`src/rtl/led_pkg.sv`:
```
// Shared types and helpers for the switch-to-LED controller.
package led_pkg;

  typedef enum logic [1:0] {
    LED_OFF      = 2'b00,
    LED_FOLLOW   = 2'b01,
    LED_BLINK_SW = 2'b10,
    LED_BLINK    = 2'b11
  } led_mode_t;

  function automatic int cnt_w(int n);
    int w;
    w = $clog2(n);
    return (w < 1) ? 1 : w;
  endfunction

endpackage

```
`src/rtl/led_blink_ctrl_if.sv`:
```
// Switch/mode inputs and LED/debounce/tick outputs of led_blink_ctrl.
interface led_blink_ctrl_if #(
  parameter int N_CH = 4
);

  logic [N_CH-1:0]   sw_i;
  logic [2*N_CH-1:0] mode_i;
  logic [N_CH-1:0]   led_o;
  logic [N_CH-1:0]   sw_db_o;
  logic              tick_o;

  modport master (
    output sw_i, mode_i,
    input  led_o, sw_db_o, tick_o
  );

  modport slave (
    input  sw_i, mode_i,
    output led_o, sw_db_o, tick_o
  );

endinterface

```
`src/rtl/led_channel.sv`:
```
// One channel: sync, debounce (LED_DEBOUNCE_EN), blink engine, LED register.
module led_channel
  import led_pkg::*;
#(
  parameter int DEB_TICKS   = 4,
  parameter int BLINK_TICKS = 250
) (
  input  logic      CLK,
  input  logic      RST,
  input  logic      tick_i,
  input  logic      sw_i,
  input  led_mode_t mode_i,
  output logic      led_o,
  output logic      sw_db_o
);

  localparam int BW = cnt_w(BLINK_TICKS);
  localparam logic [BW-1:0] B_LAST = BW'(BLINK_TICKS - 1);

  logic          s1_q, s2_q;
  logic          db;
  logic [BW-1:0] bcnt_q, bcnt_d;
  logic          ph_q, ph_d;
  logic          led_q, led_d;
  logic          act;

  always_ff @(posedge CLK) begin
    if (RST) begin
      s1_q <= 1'b0;
      s2_q <= 1'b0;
    end else begin
      s1_q <= sw_i;
      s2_q <= s1_q;
    end
  end

`ifdef LED_DEBOUNCE_EN
  localparam int DW = cnt_w(DEB_TICKS);
  localparam logic [DW-1:0] D_LAST = DW'(DEB_TICKS - 1);

  logic [DW-1:0] dcnt_q, dcnt_d;
  logic          db_q, db_d;

  always_comb begin
    dcnt_d = dcnt_q;
    db_d   = db_q;
    if (tick_i) begin
      if (s2_q == db_q) begin
        dcnt_d = '0;
      end else if (dcnt_q == D_LAST) begin
        db_d   = ~db_q;
        dcnt_d = '0;
      end else begin
        dcnt_d = dcnt_q + 1'b1;
      end
    end
  end

  always_ff @(posedge CLK) begin
    if (RST) begin
      dcnt_q <= '0;
      db_q   <= 1'b0;
    end else begin
      dcnt_q <= dcnt_d;
      db_q   <= db_d;
    end
  end

  assign db = db_q;
`else
  // No filter: the synchroniser output is the accepted switch state.
  if (DEB_TICKS < 1) begin : g_deb_unused
  end
  assign db = s2_q;
`endif

  assign act = (mode_i == LED_BLINK) ||
               ((mode_i == LED_BLINK_SW) && db);

  // Idle blink engine parks in the on phase so blinking starts lit.
  always_comb begin
    bcnt_d = bcnt_q;
    ph_d   = ph_q;
    if (!act) begin
      bcnt_d = '0;
      ph_d   = 1'b1;
    end else if (tick_i) begin
      if (bcnt_q == B_LAST) begin
        bcnt_d = '0;
        ph_d   = ~ph_q;
      end else begin
        bcnt_d = bcnt_q + 1'b1;
      end
    end
  end

  always_comb begin
    led_d = 1'b0;
    unique case (mode_i)
      LED_OFF:      led_d = 1'b0;
      LED_FOLLOW:   led_d = db;
      LED_BLINK_SW: led_d = ph_q & db;
      LED_BLINK:    led_d = ph_q;
    endcase
  end

  always_ff @(posedge CLK) begin
    if (RST) begin
      bcnt_q <= '0;
      ph_q   <= 1'b1;
      led_q  <= 1'b0;
    end else begin
      bcnt_q <= bcnt_d;
      ph_q   <= ph_d;
      led_q  <= led_d;
    end
  end

  assign led_o   = led_q;
  assign sw_db_o = db;

endmodule

```
`src/rtl/led_blink_ctrl.sv`:
```
// N_CH switch-to-LED controller with shared tick prescaler.
// Optional switch debounce enabled by defining LED_DEBOUNCE_EN.
module led_blink_ctrl
  import led_pkg::*;
#(
  parameter int N_CH        = 4,
  parameter int CLK_FREQ_HZ = 50_000_000,
  parameter int TICK_HZ     = 1000,
  parameter int DEB_TICKS   = 4,
  parameter int BLINK_TICKS = 250
) (
  input logic              CLK,
  input logic              RST,
  led_blink_ctrl_if.slave  bus
);

  localparam int DIV = CLK_FREQ_HZ / TICK_HZ;
  localparam int PW  = cnt_w(DIV);
  localparam logic [PW-1:0] P_LAST = PW'(DIV - 1);

  logic [PW-1:0] pre_q, pre_d;
  logic          tick_q, tick_d;

  assign pre_d  = (pre_q == P_LAST) ? '0 : pre_q + 1'b1;
  // Registered tick high exactly while the count sits at DIV-1.
  assign tick_d = (pre_d == P_LAST);

  always_ff @(posedge CLK) begin
    if (RST) begin
      pre_q  <= '0;
      tick_q <= 1'b0;
    end else begin
      pre_q  <= pre_d;
      tick_q <= tick_d;
    end
  end

  assign bus.tick_o = tick_q;

  for (genvar k = 0; k < N_CH; k++) begin : g_ch
    led_channel #(
      .DEB_TICKS   (DEB_TICKS),
      .BLINK_TICKS (BLINK_TICKS)
    ) u_ch (
      .CLK     (CLK),
      .RST     (RST),
      .tick_i  (tick_q),
      .sw_i    (bus.sw_i[k]),
      .mode_i  (led_mode_t'(bus.mode_i[2*k +: 2])),
      .led_o   (bus.led_o[k]),
      .sw_db_o (bus.sw_db_o[k])
    );
  end

endmodule

```
`src/flat_wrapper.sv`:
```
// flat-port wrapper written by rule: the top's interface ports become plain ports
module led_blink_ctrl_flat import led_pkg::*;
#(
  parameter int N_CH        = 4,
  parameter int CLK_FREQ_HZ = 50_000_000,
  parameter int TICK_HZ     = 1000,
  parameter int DEB_TICKS   = 4,
  parameter int BLINK_TICKS = 250
)
  (CLK, RST, bus_sw_i, bus_mode_i, bus_led_o, bus_sw_db_o, bus_tick_o);
  led_blink_ctrl_if #(.N_CH(N_CH)) bus_i ();
  input logic CLK;
  input logic RST;
  input wire logic [$bits(bus_i.sw_i)-1:0] bus_sw_i;
  input wire logic [$bits(bus_i.mode_i)-1:0] bus_mode_i;
  output wire logic [$bits(bus_i.led_o)-1:0] bus_led_o;
  output wire logic [$bits(bus_i.sw_db_o)-1:0] bus_sw_db_o;
  output wire logic [$bits(bus_i.tick_o)-1:0] bus_tick_o;
  assign bus_i.sw_i = bus_sw_i;
  assign bus_i.mode_i = bus_mode_i;
  assign bus_led_o = bus_i.led_o;
  assign bus_sw_db_o = bus_i.sw_db_o;
  assign bus_tick_o = bus_i.tick_o;
  led_blink_ctrl #(.N_CH(N_CH), .CLK_FREQ_HZ(CLK_FREQ_HZ), .TICK_HZ(TICK_HZ), .DEB_TICKS(DEB_TICKS), .BLINK_TICKS(BLINK_TICKS)) u_core (.CLK(CLK), .RST(RST), .bus(bus_i));
endmodule
```
`config.mk`:
```
export PLATFORM = sky130hd
export DESIGN_NAME = led_blink_ctrl_flat
export DESIGN_NICKNAME = d
export VERILOG_FILES = /design/src/rtl/led_pkg.sv /design/src/rtl/led_blink_ctrl_if.sv /design/src/rtl/led_channel.sv /design/src/rtl/led_blink_ctrl.sv /design/src/flat_wrapper.sv
export SDC_FILE = /design/constraint.sdc
export NUM_CORES = 1
export LEC_CHECK = 0
export BUFFER_PORTS_ARGS = -buffer_cell sky130_fd_sc_hd__buf_2
export CAP_MARGIN = 20
export CORE_AREA = 2 2 82 77
export CTS_CLUSTER_SIZE = 24
export DETAILED_ROUTE_END_ITERATION = 8
export DIE_AREA = 0 0 84 79
export GPL_ROUTABILITY_DRIVEN = 0
export GPL_TIMING_DRIVEN = 0
export PLACE_DENSITY = 0.67
export SETUP_SLACK_MARGIN = 0.15
export SLEW_MARGIN = 20
export SYNTH_ARGS = -nofsm -noshare
export SYNTH_HDL_FRONTEND = slang
export SYNTH_SLANG_ARGS = --single-unit
```
`constraint.sdc`:
```
create_clock -name CLK -period 4.1 [get_ports CLK]
set_input_delay 0.205 -clock CLK [delete_from_list [all_inputs] [get_ports CLK]]
set_output_delay 0.205 -clock CLK [all_outputs]
set_load 0.005 [all_outputs]
```
After elaboration in Yosys (flattened, before gate mapping)

Index checks and enable logic that the tools add are counted.

Output and inout bits: 9
Input port bits: 14
Register bits: 65
Logic and storage cells: 86

Equality and inequality tests: 18
Reductions and logical operators: 20
Bitwise operators: 12
$add $sub $neg: 5
Multiplexer cells: 9

Operators with widths:

| cell                                                | count |
|---|---|
| adder 8 x 1 -> 8 bit, second input constant         | 4 |
| equality test 16 bit, second input constant         | 2 |
| equality test 8 bit, second input constant          | 4 |
| two-way mux 8 bit                                   | 4 |
| adder 16 x 1 -> 16 bit, second input constant       | 1 |
| equality test 2 bit, second input constant          | 8 |
| two-way mux 16 bit                                  | 1 |
| case mux 1 bit (4 select lines)                     | 4 |
| equality test 2 x 1 -> 1 bit, second input constant | 4 |
| zero test 2 bit                                     | 4 |
| inverter 1 bit                                      | 8 |
| AND reduction 2 bit                                 | 4 |
| OR reduction 2 bit                                  | 4 |
| bitwise AND 1 bit                                   | 4 |
| logical AND 1 bit                                   | 4 |
| logical OR 1 bit                                    | 4 |

Longest topological paths before layout

Gate-level depths: netlist of the first run.

Depth after elaboration: 5
Depth in mapped cells: 6
Mapped depth without buffers: 6

Modules after synthesis

A second synthesis of the first run with hierarchy kept.

Cells, all modules: 317
Area, all modules: 3005.4 um2

By module, submodules not included:

| module         | area an instance (um2) | seq. area each (um2) | instances | cells an instance |
|---|---|---|---|---|
| led_channel    | 539.3                  | 240.2                | 4         | 54 |
| led_blink_ctrl | 848.3                  | 340.3                | 1         | 101 |

Worst setup path after synthesis of the first run

Ideal clock, no wire load.

Path type: register to register
Start: register u_core.pre_q[11]
End: register u_core.tick_q (netlist: u_core.bus.tick_o)
Cell stages (with the launch flop): 6
Slack: 2413 ps
Required time: 3984 ps
Period minus slack after synthesis: 1687 ps
Arrival time: 1571 ps
Path buffers: 0
Path through: dfxtp_1 -> or4_1 -> nor4_1 -> o211ai_1 -> nor4b_1 -> and4_1

Word-level cells in the longest chain between the ends: 3

RTL lines:

| element                                                               | line                 | RTL |
|---|---|---|
| start: declaration                                                    | led_blink_ctrl.sv:21 | `logic [PW-1:0] pre_q, pre_d;` |
| start signal: assignment                                              | led_blink_ctrl.sv:33 | `pre_q <= pre_d;` |
| adder 16 x 1 -> 16 bit / equality test 16 bit (equally long branches) | led_blink_ctrl.sv:24 | `assign pre_d = (pre_q == P_LAST) ? '0 : pre_q + 1'b1;` |
| two-way mux 16 bit *                                                  | led_blink_ctrl.sv:24 |  |
| equality test 16 bit *                                                | led_blink_ctrl.sv:26 | `assign tick_d = (pre_d == P_LAST);` |
| end signal: assignment                                                | led_blink_ctrl.sv:34 | `tick_q <= tick_d;` |
| end: declaration                                                      | led_blink_ctrl.sv:22 | `logic tick_q, tick_d;` |

Mark *: on every way between the ends. The rest lies on a longest branch, timed or not.
A chain may end at the register's enable or synchronous reset.

Worst setup path after layout of the first run

Start: register u_core.pre_q[5]
End: register u_core.tick_q (netlist: u_core.bus.tick_o)

The elaborated chain is that of the path after synthesis.

==> out/qor.yml, run 1 <==
grt_pass1_wl_mm: 9.00
clkTransAtPathRegs_ns: 0.07
synthAdderAreaFrac_pct: 4.37
ir_worst_vdd_uv: 228
drc: 0
nets: 379
cts_sinks: 65
grt_max_degree: 11
syn_to_final_growth_pct: 14.9
ant_nets: 0
track_usage_pct: 17.3
io_pins: 23
hold-worst-slack_ns: 0.0814
synth_compound_area_share_pct: 7.26
yosysSeqAreaShare_pct: 45.5
worst_slew_pin_slew_ns: 0.639
synthArstFlopShare_pct: 0
r2r_start: "u_core.pre_q[5]"
synth_area_mm2: 0.00286
worstPathMaxFanout: 5
holdCritStartpoint: "bus_sw_i[3]"
rows: 27
grtUsageMet3_pct: 6.86
crit_start: "u_core.pre_q[5]"
dr.pass1.iters: 4
outcome: "complete, no violations"
cellPowerDensity_mw_per_mm2: 389
maxCapViolCount: 0
place_hpwl_mm: 3.70
synth_edf_count: 0
path_class: "reg -> reg"
power_frac_comb_pct: 3.3
cts-resized-gates: 0
diodes: 0
final_max_slew_viol_count: 0
slew_headroom_pct: 57.4
cp.required_ns: 4.38
fp.dieW_um: 84
clk_latency_ns: 0.34
fin_setup_tns_ns: 0
wl_per_cell_um: 12.3
grt_use_met2_pct: 26.2
swShare_pct: 19.9
power_leakage_nw: 1.16
syn_area_per_cell_um2: 8.89
start_util_pct: 49.0
io_buffers: 22
ys_types: 35
finalCritPeriodShare_pct: 46.1
yosys_most_used_dff: "dfxtp_1"
internal-power_w: 0.00102
hold_path.class: "in -> reg"
cp.arrival_ns: 2.17
syn-num-nets: 346
grt_overflow: 0
rsz0062_at_grt: "false"
holdBufCountCts: 0
htree_levels: 3
antenna_found_initial: 0
use_met1_pct: 22.3
synth.area.mux_share_pct: 0
hold_violations: 0
ys_seq_elements: 65
dieHeight_um: 79
grt_pass1_vias: 1979
power.share.clock_pct: 46.3
routed_wl_mm: 5.31
min_period_ns: 1.89
max_freq_mhz: 529
cts_root_buf: "clkbuf_8"
endpoint_kind: "flip-flop"
busiest_layer: "met2"
mostFrequentLayoutCell: "dfxtp_1"
coreArea_mm2: 0.00584
cts_tree: "yes"
setup_viol: 0
final_cell_mix: "dfxtp_1 (65), nor2_1 (63), buf_2 (23), xor2_1 (21), nand2_1 (20)"
vias_per_cell: 5.16
numCtsBuffers: 9
finalPower_w: 0.00128
synth_cells: 322
dr.first_iter.drc_count: 87
drive_gt1_share_pct: 13.1
clockBufferDepth: 2
power_frac_seq_pct: 50.5
synth-simple-area-share_pct: 27.3
p_switching_w: 0.000254
startpoint_type: "flip-flop"
finalClockSkew_ns: 0.00636
post_cts_buffers: 0
dieArea_mm2: 0.00664
yosysWarnings: 0
num_vias: 2228
synth_xor_area_share_pct: 11.9
synth_top_family_by_area: "simple AND/OR/NAND/NOR gates"
metrics by stage:
step | utilization [%] | cell area [um2] | worst slack [ns] | cells
floorplan | - | 2860 | 2.41 | 322
global placement | 52.4 | 3060 | 2.21 | 416
detailed placement | 52.4 | 3060 | 2.23 | 416
CTS | 56.3 | 3290 | 2.21 | 432
global route | 56.3 | 3290 | 2.07 | 432
finish | 56.3 | 3290 | 2.21 | 432
kinds of logic after synthesis:
group / after synthesis
buffers and inverters: 20
and+or+nand+nor: 154
adders and majority gates: 10
xor gates and xnor gates: 39
AOI/OAI and AO/OA: 34
DFF: 65
critical path, cell delays in order (launching register included):
cell,delay [ns]
dfxtp_1,0.34
or3_1,0.42
or4b_1,0.53
nor4b_1,0.32
and4_1,0.23
final timing paths:
path                                               endpoint  slack (ns)  cells after the start
worst max-delay path                      u_core.bus.tick_o        2.21                      4
worst max register to register            u_core.bus.tick_o        2.21                      4
worst min register to register  u_core.g_ch[3].u_ch.sw_db_o        0.44                      1
worst min-delay path               u_core.g_ch[3].u_ch.s1_q        0.08                      2
flip-flops by register name, indices dropped and copies added (netlist names):
register / flops
u_core.pre_q: 16
u_core.bus.tick_o: 1
u_core.g_ch.u_ch.s1_q: 4
u_core.g_ch.u_ch.ph_q: 4
u_core.g_ch.u_ch.sw_db_o: 4
u_core.g_ch.u_ch.bcnt_q: 32
u_core.g_ch.u_ch.led_o: 4
per-layer routing:
metal  vias to the layer above  share of wire (%)  wire, um
li1                       1174                  -         -
met1                      1005                 51      2690
met2                        41                 43      2290
met3                         8                5.0       263
met4                         0                1.2        65
met5                         -                  0         0
Yosys cell counts (3+ instances only):
master	number	area share (%)
dfxtp_1	65	45
nor2_1	63	8.3
xor2_1	21	6.4
nand2_1	20	2.6
nand4_1	18	3.9
xnor2_1	18	5.5
ha_1	10	4.4
o21ai_0	10	1.7
nand3_1	9	1.6
buf_4	8	2.1
nor2b_1	8	1.7
or3_1	7	1.5
a21oi_1	6	1.0
inv_1	6	0.79
nand4b_1	6	1.8
o211ai_1	6	1.6
a211oi_1	4	1.0
nand3b_1	4	1.0
o21ai_1	4	0.70
and3_1	3	0.66
and4_1	3	0.92
clkbuf_1	3	0.39
nor3_1	3	0.52
nor3b_1	3	0.79
power groups by stage:
stage	Clock [W]	Sequential (W)	Combinational [W]
after floorplan	0	0.000658	0.0000247
after global placement	0	0.000659	0.0000417
after detailed placement	0	0.000659	0.0000422
after CTS	0.000608	0.000645	0.0000424
after global routing	0.000637	0.000646	0.0000470
final	0.000592	0.000645	0.0000416
area by class of cell:
type | count | area (um2)
plain buffers | 14 | 83.8
clock buffers | 15 | 196
clock inverters | 1 | 30.0
fillers | 534 | 2550
inverters | 6 | 22.5
multi-input cells | 237 | 1460
flip-flops and latches | 65 | 1300
well taps | 72 | 90.1
repair buffers | 22 | 110
Power figures use the tool's default switching activity.
==> run 2: changes to the inputs <==
--- a/config.mk
+++ b/config.mk
@@ -5,12 +5,13 @@
 export SDC_FILE = /design/constraint.sdc
 export NUM_CORES = 1
 export LEC_CHECK = 0
+export ABC_AREA = 1
 export BUFFER_PORTS_ARGS = -buffer_cell sky130_fd_sc_hd__buf_2
 export CAP_MARGIN = 20
-export CORE_AREA = 2 2 82 77
+export CORE_AREA = 2 2 85 79
 export CTS_CLUSTER_SIZE = 24
 export DETAILED_ROUTE_END_ITERATION = 8
-export DIE_AREA = 0 0 84 79
+export DIE_AREA = 0 0 87 81
 export GPL_ROUTABILITY_DRIVEN = 0
 export GPL_TIMING_DRIVEN = 0
 export PLACE_DENSITY = 0.67
==> constraint.sdc (replaced) <==
create_clock -name CLK -period 1.95 [get_ports CLK]
set_input_delay 0.0975 -clock CLK [delete_from_list [all_inputs] [get_ports CLK]]
set_output_delay 0.0975 -clock CLK [all_outputs]
set_load 0.005 [all_outputs]
==> run 2 against run 1 <==
Synthesized cell count rose by 30%. Sequential power rose by 110%. Die area rose by 6.2%. Wire length rose by 14%. Critical path type unchanged. Global-route usage rose by 1.7 points.
==> out/qor.yml, run 2 <==
cellPowerDensity_mw_per_mm2: 760
synth_edf_count: 0
io_buffers: 21
maxCapViolCount: 0
synth_area_mm2: 0.00307
dieHeight_um: 81
ys_seq_elements: 65
path_class: "reg -> reg"
clockBufferDepth: 2
cp.arrival_ns: 1.92
antenna_found_initial: 0
power_frac_seq_pct: 50.5
yosys_most_used_dff: "dfxtp_1"
numCtsBuffers: 9
routed_wl_mm: 6.05
holdCritStartpoint: "bus_mode_i[2]"
cts_root_buf: "clkbuf_8"
power_frac_comb_pct: 3.7
place_hpwl_mm: 4.30
vias_per_cell: 4.97
finalCritPeriodShare_pct: 85.7
ys_types: 32
largestRegisters: "u_core.g_ch.u_ch.bcnt_q: 32 flops, u_core.pre_q: 16 flops"
htree_levels: 3
synthArstFlopShare_pct: 0
post-synth-top-count-cell: "nor2_1"
num_vias: 2650
final_cell_mix: "nor2_1 (76), nand2_1 (66), dfxtp_1 (65), inv_1 (50), nand3_1 (27)"
ir_worst_vdd_uv: 465
min_to: "u_core.g_ch[1].u_ch.led_o"
power.share.clock_pct: 45.8
r2r_start: "u_core.pre_q[0]"
drc: 0
synthTopCellsByArea: "dfxtp_1 (42%), nor2_1 (9.4%), nand2_1 (8.1%), inv_1 (6.1%), nand3_1 (4.4%)"
p_switching_w: 0.000600
grt_pass1_wl_mm: 10.4
max_freq_mhz: 598
yosysTopAreaCell: "dfxtp_1"
cp.required_ns: 2.19
hold-worst-slack_ns: 0.0180
yosysSeqAreaShare_pct: 42.4
clkTransAtPathRegs_ns: 0.08
nets: 477
regToRegEndpoint: "u_core.bus.tick_o"
ant_nets: 0
synthTopCellsByCount: "nor2_1 (77), nand2_1 (66), dfxtp_1 (65)"
hold_path.class: "in -> reg"
largest_reg_flops: 32
startpoint_type: "flip-flop"
num-fill-cells: 578
final_max_slew_viol_count: 0
min_period_ns: 1.67
dr.first_iter.drc_count: 122
drive_gt1_share_pct: 14.4
cts_tree: "yes"
grt_max_degree: 12
coreArea_mm2: 0.00627
slew_headroom_pct: 68.3
utilization_pct: 56.3
fp.dieW_um: 87
dr.pass1.iters: 4
grt_overflow: 0
track_usage_pct: 19.0
worstPathMaxFanout: 7
outcome: "complete, no violations"
rsz0062_at_grt: "false"
mostFrequentLayoutCell: "nor2_1"
setup_viol: 0
power_leakage_nw: 1.39
swShare_pct: 22.4
dieArea_mm2: 0.00705
diodes: 0
yosysWarnings: 0
seq_area_mm2: 0.00130
internal-power_w: 0.00208
hold_depth: 3
multiInputGateArea_mm2: 0.00149
synth_top_area_share_pct: 42.4
clk_latency_ns: 0.35
worst_slew_pin_slew_ns: 0.475
start_util_pct: 48.9
rows: 28
timing.final.ws_setup_ns: 0.278
grt_pass1_vias: 2415
synth_cells: 417
hold_violations: 0
io_pins: 23
finalClockSkew_ns: 0.00844
worst_r2r_path_depth: 10
fin_setup_tns_ns: 0
cts_sinks: 65
wl_per_cell_um: 11.4
syn_area_per_cell_um2: 7.35
syn-num-nets: 441
endpoint_kind: "flip-flop"
syn_to_final_growth_pct: 15.1
reg2reg_slack_ns: 0.28
pre_cts_slack_ns: 0.238
top_register: "u_core.g_ch.u_ch.bcnt_q"
[run 2: what timing repair did]
| item | 4_1_cts | 5_1_grt |
|---|---|---|
| gates resized for setup | 0 | 3 |
| hold endpoints to repair | 4 | 0 |
| setup buffers | 0 | 0 |
| endpoints found under the setup margin | 0 | 1 |
| hold buffers | 4 | 0 |
[run 2: per-layer routing]
layer,vias to the layer above,wire length (um),global-route usage (%)
li1,1419,-,-
met1,1173,3010,24.4
met2,45,2690,29.8
met3,13,220,5.18
met4,0,126,8.59
met5,-,0,0
[run 2: logic make-up after synthesis]
kind of cell,count (synthesis),share of synthesized area [%]
flops,65,42.4
xor+xnor,7,2.00
buf+inv,66,9.22
simple gates,232,35.1
compound gates,37,7.14
fa+ha+maj,10,4.08
[run 2: worst max-delay path by stage]
stage	cells after the start	from	slack [ns]	endpoint
3_5_place_dp	10	u_core.pre_q[0]	0.24	u_core.bus.tick_o
2_1_floorplan	10	u_core.pre_q[0]	0.53	u_core.bus.tick_o
4_1_cts	10	u_core.pre_q[0]	0.22	u_core.bus.tick_o
6_report	10	u_core.pre_q[0]	0.28	u_core.bus.tick_o
3_3_place_gp	10	u_core.pre_q[0]	0.27	u_core.bus.tick_o
5_1_grt	9	u_core.pre_q[0]	0.15	u_core.bus.tick_o
[run 2: critical path: stages (launching register included)]
cell and delay (ns):
dfxtp_1 0.40, ha_2 0.24, nand2_1 0.11, nor2_4 0.20
nand2_1 0.12, nor2_4 0.18, nor2_1 0.06, nand3_1 0.09
nor2_1 0.05, nand3_1 0.08, nor2_1 0.05
[run 2: final cells by class]
type | count | area share, %
clock buffers | 12 | 4.68
repair buffers | 25 | 4.11
flip-flops and latches | 65 | 36.9
inverters | 51 | 5.42
multi-input cells | 286 | 42.3
clock inverters | 4 | 1.42
well taps | 75 | 2.66
plain buffers | 15 | 2.59
[run 2: through the flow]
stage	power, W	cell area (um2)	std cells
after floorplan	0.00144	3070	417
after global placement	0.00148	3260	513
after detailed placement	0.00148	3260	513
after CTS	0.00270	3520	533
after global routing	0.00277	3530	533
final	0.00268	3530	533
[run 2: power by group through the flow]
stage / sequential [W] / clock (W) / combinational [W]
6_report: 0.00135 / 0.00123 / 0.0000987
5_1_grt: 0.00136 / 0.00130 / 0.000112
4_1_cts: 0.00135 / 0.00125 / 0.0000998
3_5_place_dp: 0.00139 / 0 / 0.0000930
3_3_place_gp: 0.00138 / 0 / 0.0000926
2_1_floorplan: 0.00138 / 0 / 0.0000577
==> run 3: changes to the inputs <==
--- a/config.mk
+++ b/config.mk
@@ -9,6 +9,7 @@
 export BUFFER_PORTS_ARGS = -buffer_cell sky130_fd_sc_hd__buf_2
 export CAP_MARGIN = 20
 export CORE_AREA = 2 2 85 79
+export CTS_BUF_LIST = sky130_fd_sc_hd__clkbuf_2
 export CTS_CLUSTER_SIZE = 24
 export DETAILED_ROUTE_END_ITERATION = 8
 export DIE_AREA = 0 0 87 81
==> run 3 against run 2 <==
Cell count increased by 2.3%. Sequential cell count unchanged. Critical path depth decreased by 6. Clock-buffer cell count is 3 lower. Hold slack better by 0.062 ns. Clock skew rose by 0.010 ns. Die area stayed put. Register-to-register slack lost 0.02 ns. Clock power shrank 37%. Combinational power up 17%. Core utilization rose by 0.22 points. Highest routed layer unchanged.
==> out/qor.yml, run 3 (synthesis results as in run 2) <==
cp.required_ns: 2.39
mostFrequentLayoutCell: "nor2_1"
drive_gt1_share_pct: 13.8
wl_per_cell_um: 11.3
htree_levels: 3
cellPowerDensity_mw_per_mm2: 636
grt_pass1_vias: 2471
power_leakage_nw: 1.39
numCtsBuffers: 9
timing.final.ws_setup_ns: 0.256
diodes: 0
start_util_pct: 48.9
cpMaxStageDelayCell: "dlygate4sd3_1"
dieArea_mm2: 0.00705
cts_tree: "yes"
track_usage_pct: 19.1
io_buffers: 21
final_cell_mix: "nor2_1 (77), nand2_1 (66), dfxtp_1 (62), inv_1 (50), nand3_1 (27)"
dr.first_iter.drc_count: 136
path_class: "reg -> reg"
critPathMaxStageDelay_ns: 0.55
post_cts_buffers: 0
largest_reg_flops: 32
cts_sinks: 65
grt_max_degree: 12
num-fill-cells: 572
syn_to_final_growth_pct: 15.6
num_vias: 2688
crit_start: "u_core.g_ch[0].u_ch.sw_db_o"
finalCritPeriodShare_pct: 86.9
ir_worst_vdd_uv: 358
worst_slew_pin_slew_ns: 0.473
rows: 28
hold_path.class: "in -> reg"
crit_chain: "nand3b_1 -> dlygate4sd3_1 -> a21oi_1 -> dlygate4sd3_1"
place_hpwl_mm: 4.30
clkTransAtPathRegs_ns: 0.18
outcome: "complete, no violations"
io_pins: 23
setup_viol: 0
max_freq_mhz: 590
fp.dieW_um: 87
top_register: "u_core.g_ch.u_ch.bcnt_q"
holdCritStartpoint: "bus_mode_i[4]"
routed_wl_mm: 6.14
worstPathMaxFanout: 3
clockBufferDepth: 2
cpMostUsedCell: "dlygate4sd3_1"
ant_nets: 0
finalClockSkew_ns: 0.0186
nets: 489
grt_pass1_wl_mm: 10.5
slew_headroom_pct: 68.4
min_period_ns: 1.69
grt_overflow: 0
clk_latency_ns: 0.49
coreArea_mm2: 0.00627
startpoint_type: "flip-flop"
pre_cts_slack_ns: 0.238
antenna_found_initial: 0
r2r_start: "u_core.g_ch[0].u_ch.sw_db_o"
endpoint_kind: "flip-flop"
cp.arrival_ns: 2.14
drc: 0
largestRegisters: "u_core.g_ch.u_ch.bcnt_q: 32 flops, u_core.pre_q: 16 flops"
final_max_slew_viol_count: 0
vias_per_cell: 4.93
dr.pass1.iters: 5
rsz0062_at_grt: "true"
finalPower_w: 0.00225
dieHeight_um: 81
fin_setup_tns_ns: 0
maxCapViolCount: 0
hold_violations: 0
cts_root_buf: "clkbuf_2"
[run 3: through the flow]
step | cells | utilization, % | hold WS [ns] | instance area [um2]
after floorplan | 417 | - | 0.204 | 3070
after CTS | 546 | 56.5 | 0.0452 | 3540
final | 545 | 56.5 | 0.0803 | 3540
after detailed placement | 513 | 52.1 | 0.307 | 3260
after global routing | 545 | 56.5 | 0.105 | 3540
after global placement | 513 | 52.1 | 0.300 | 3260
[run 3: path summary, 6_finish.rpt]
kind | end | slack (ns) | depth (start not counted)
setup reg to reg | u_core.g_ch[0].u_ch.led_o | 0.26 | 4
hold / removal | u_core.g_ch[2].u_ch.ph_q | 0.08 | 4
setup / recovery | u_core.g_ch[0].u_ch.led_o | 0.26 | 4
hold reg to reg | u_core.g_ch[1].u_ch.sw_db_o | 0.41 | 2
[run 3: repair_timing]
| action | 4_1_cts | 5_1_grt |
|---|---|---|
| setup endpoints to repair | 0 | 3 |
| endpoints found under the hold margin | 13 | 0 |
| hold buffers | 17 | 0 |
| resized for setup | 0 | 5 |
[run 3: layout make-up]
type	count	area, um2	area share, %
inverters	51	191	5.40
plain buffers	15	91.3	2.58
clock inverters	7	61.3	1.73
flip-flops and latches	65	1310	36.8
repair buffers	37	265	7.49
well taps	75	93.8	2.65
multi-input cells	286	1490	42.1
clock buffers	9	45.0	1.27
[run 3: power by group]
group          leakage (nW)  switching [W]  internal [W]
Clock                0.0604       0.000498      0.000280
Combinational         0.803      0.0000559     0.0000589
Sequential            0.528      0.0000107       0.00135
[run 3: layer usage]
layer	vias to the layer above	track usage [%]	routed length, um
met1	1181	24.4	3080
met4	0	10.3	111
met3	11	3.35	245
met2	53	30.6	2710
li1	1443	-	-
met5	-	0	0
[run 3: worst max-delay path, delay by kind of cell (launching register included)]
family	cells	cell delay (ns)
buf+inv	2	1.10
flops	1	0.37
compound gates	1	0.12
simple gates	1	0.07
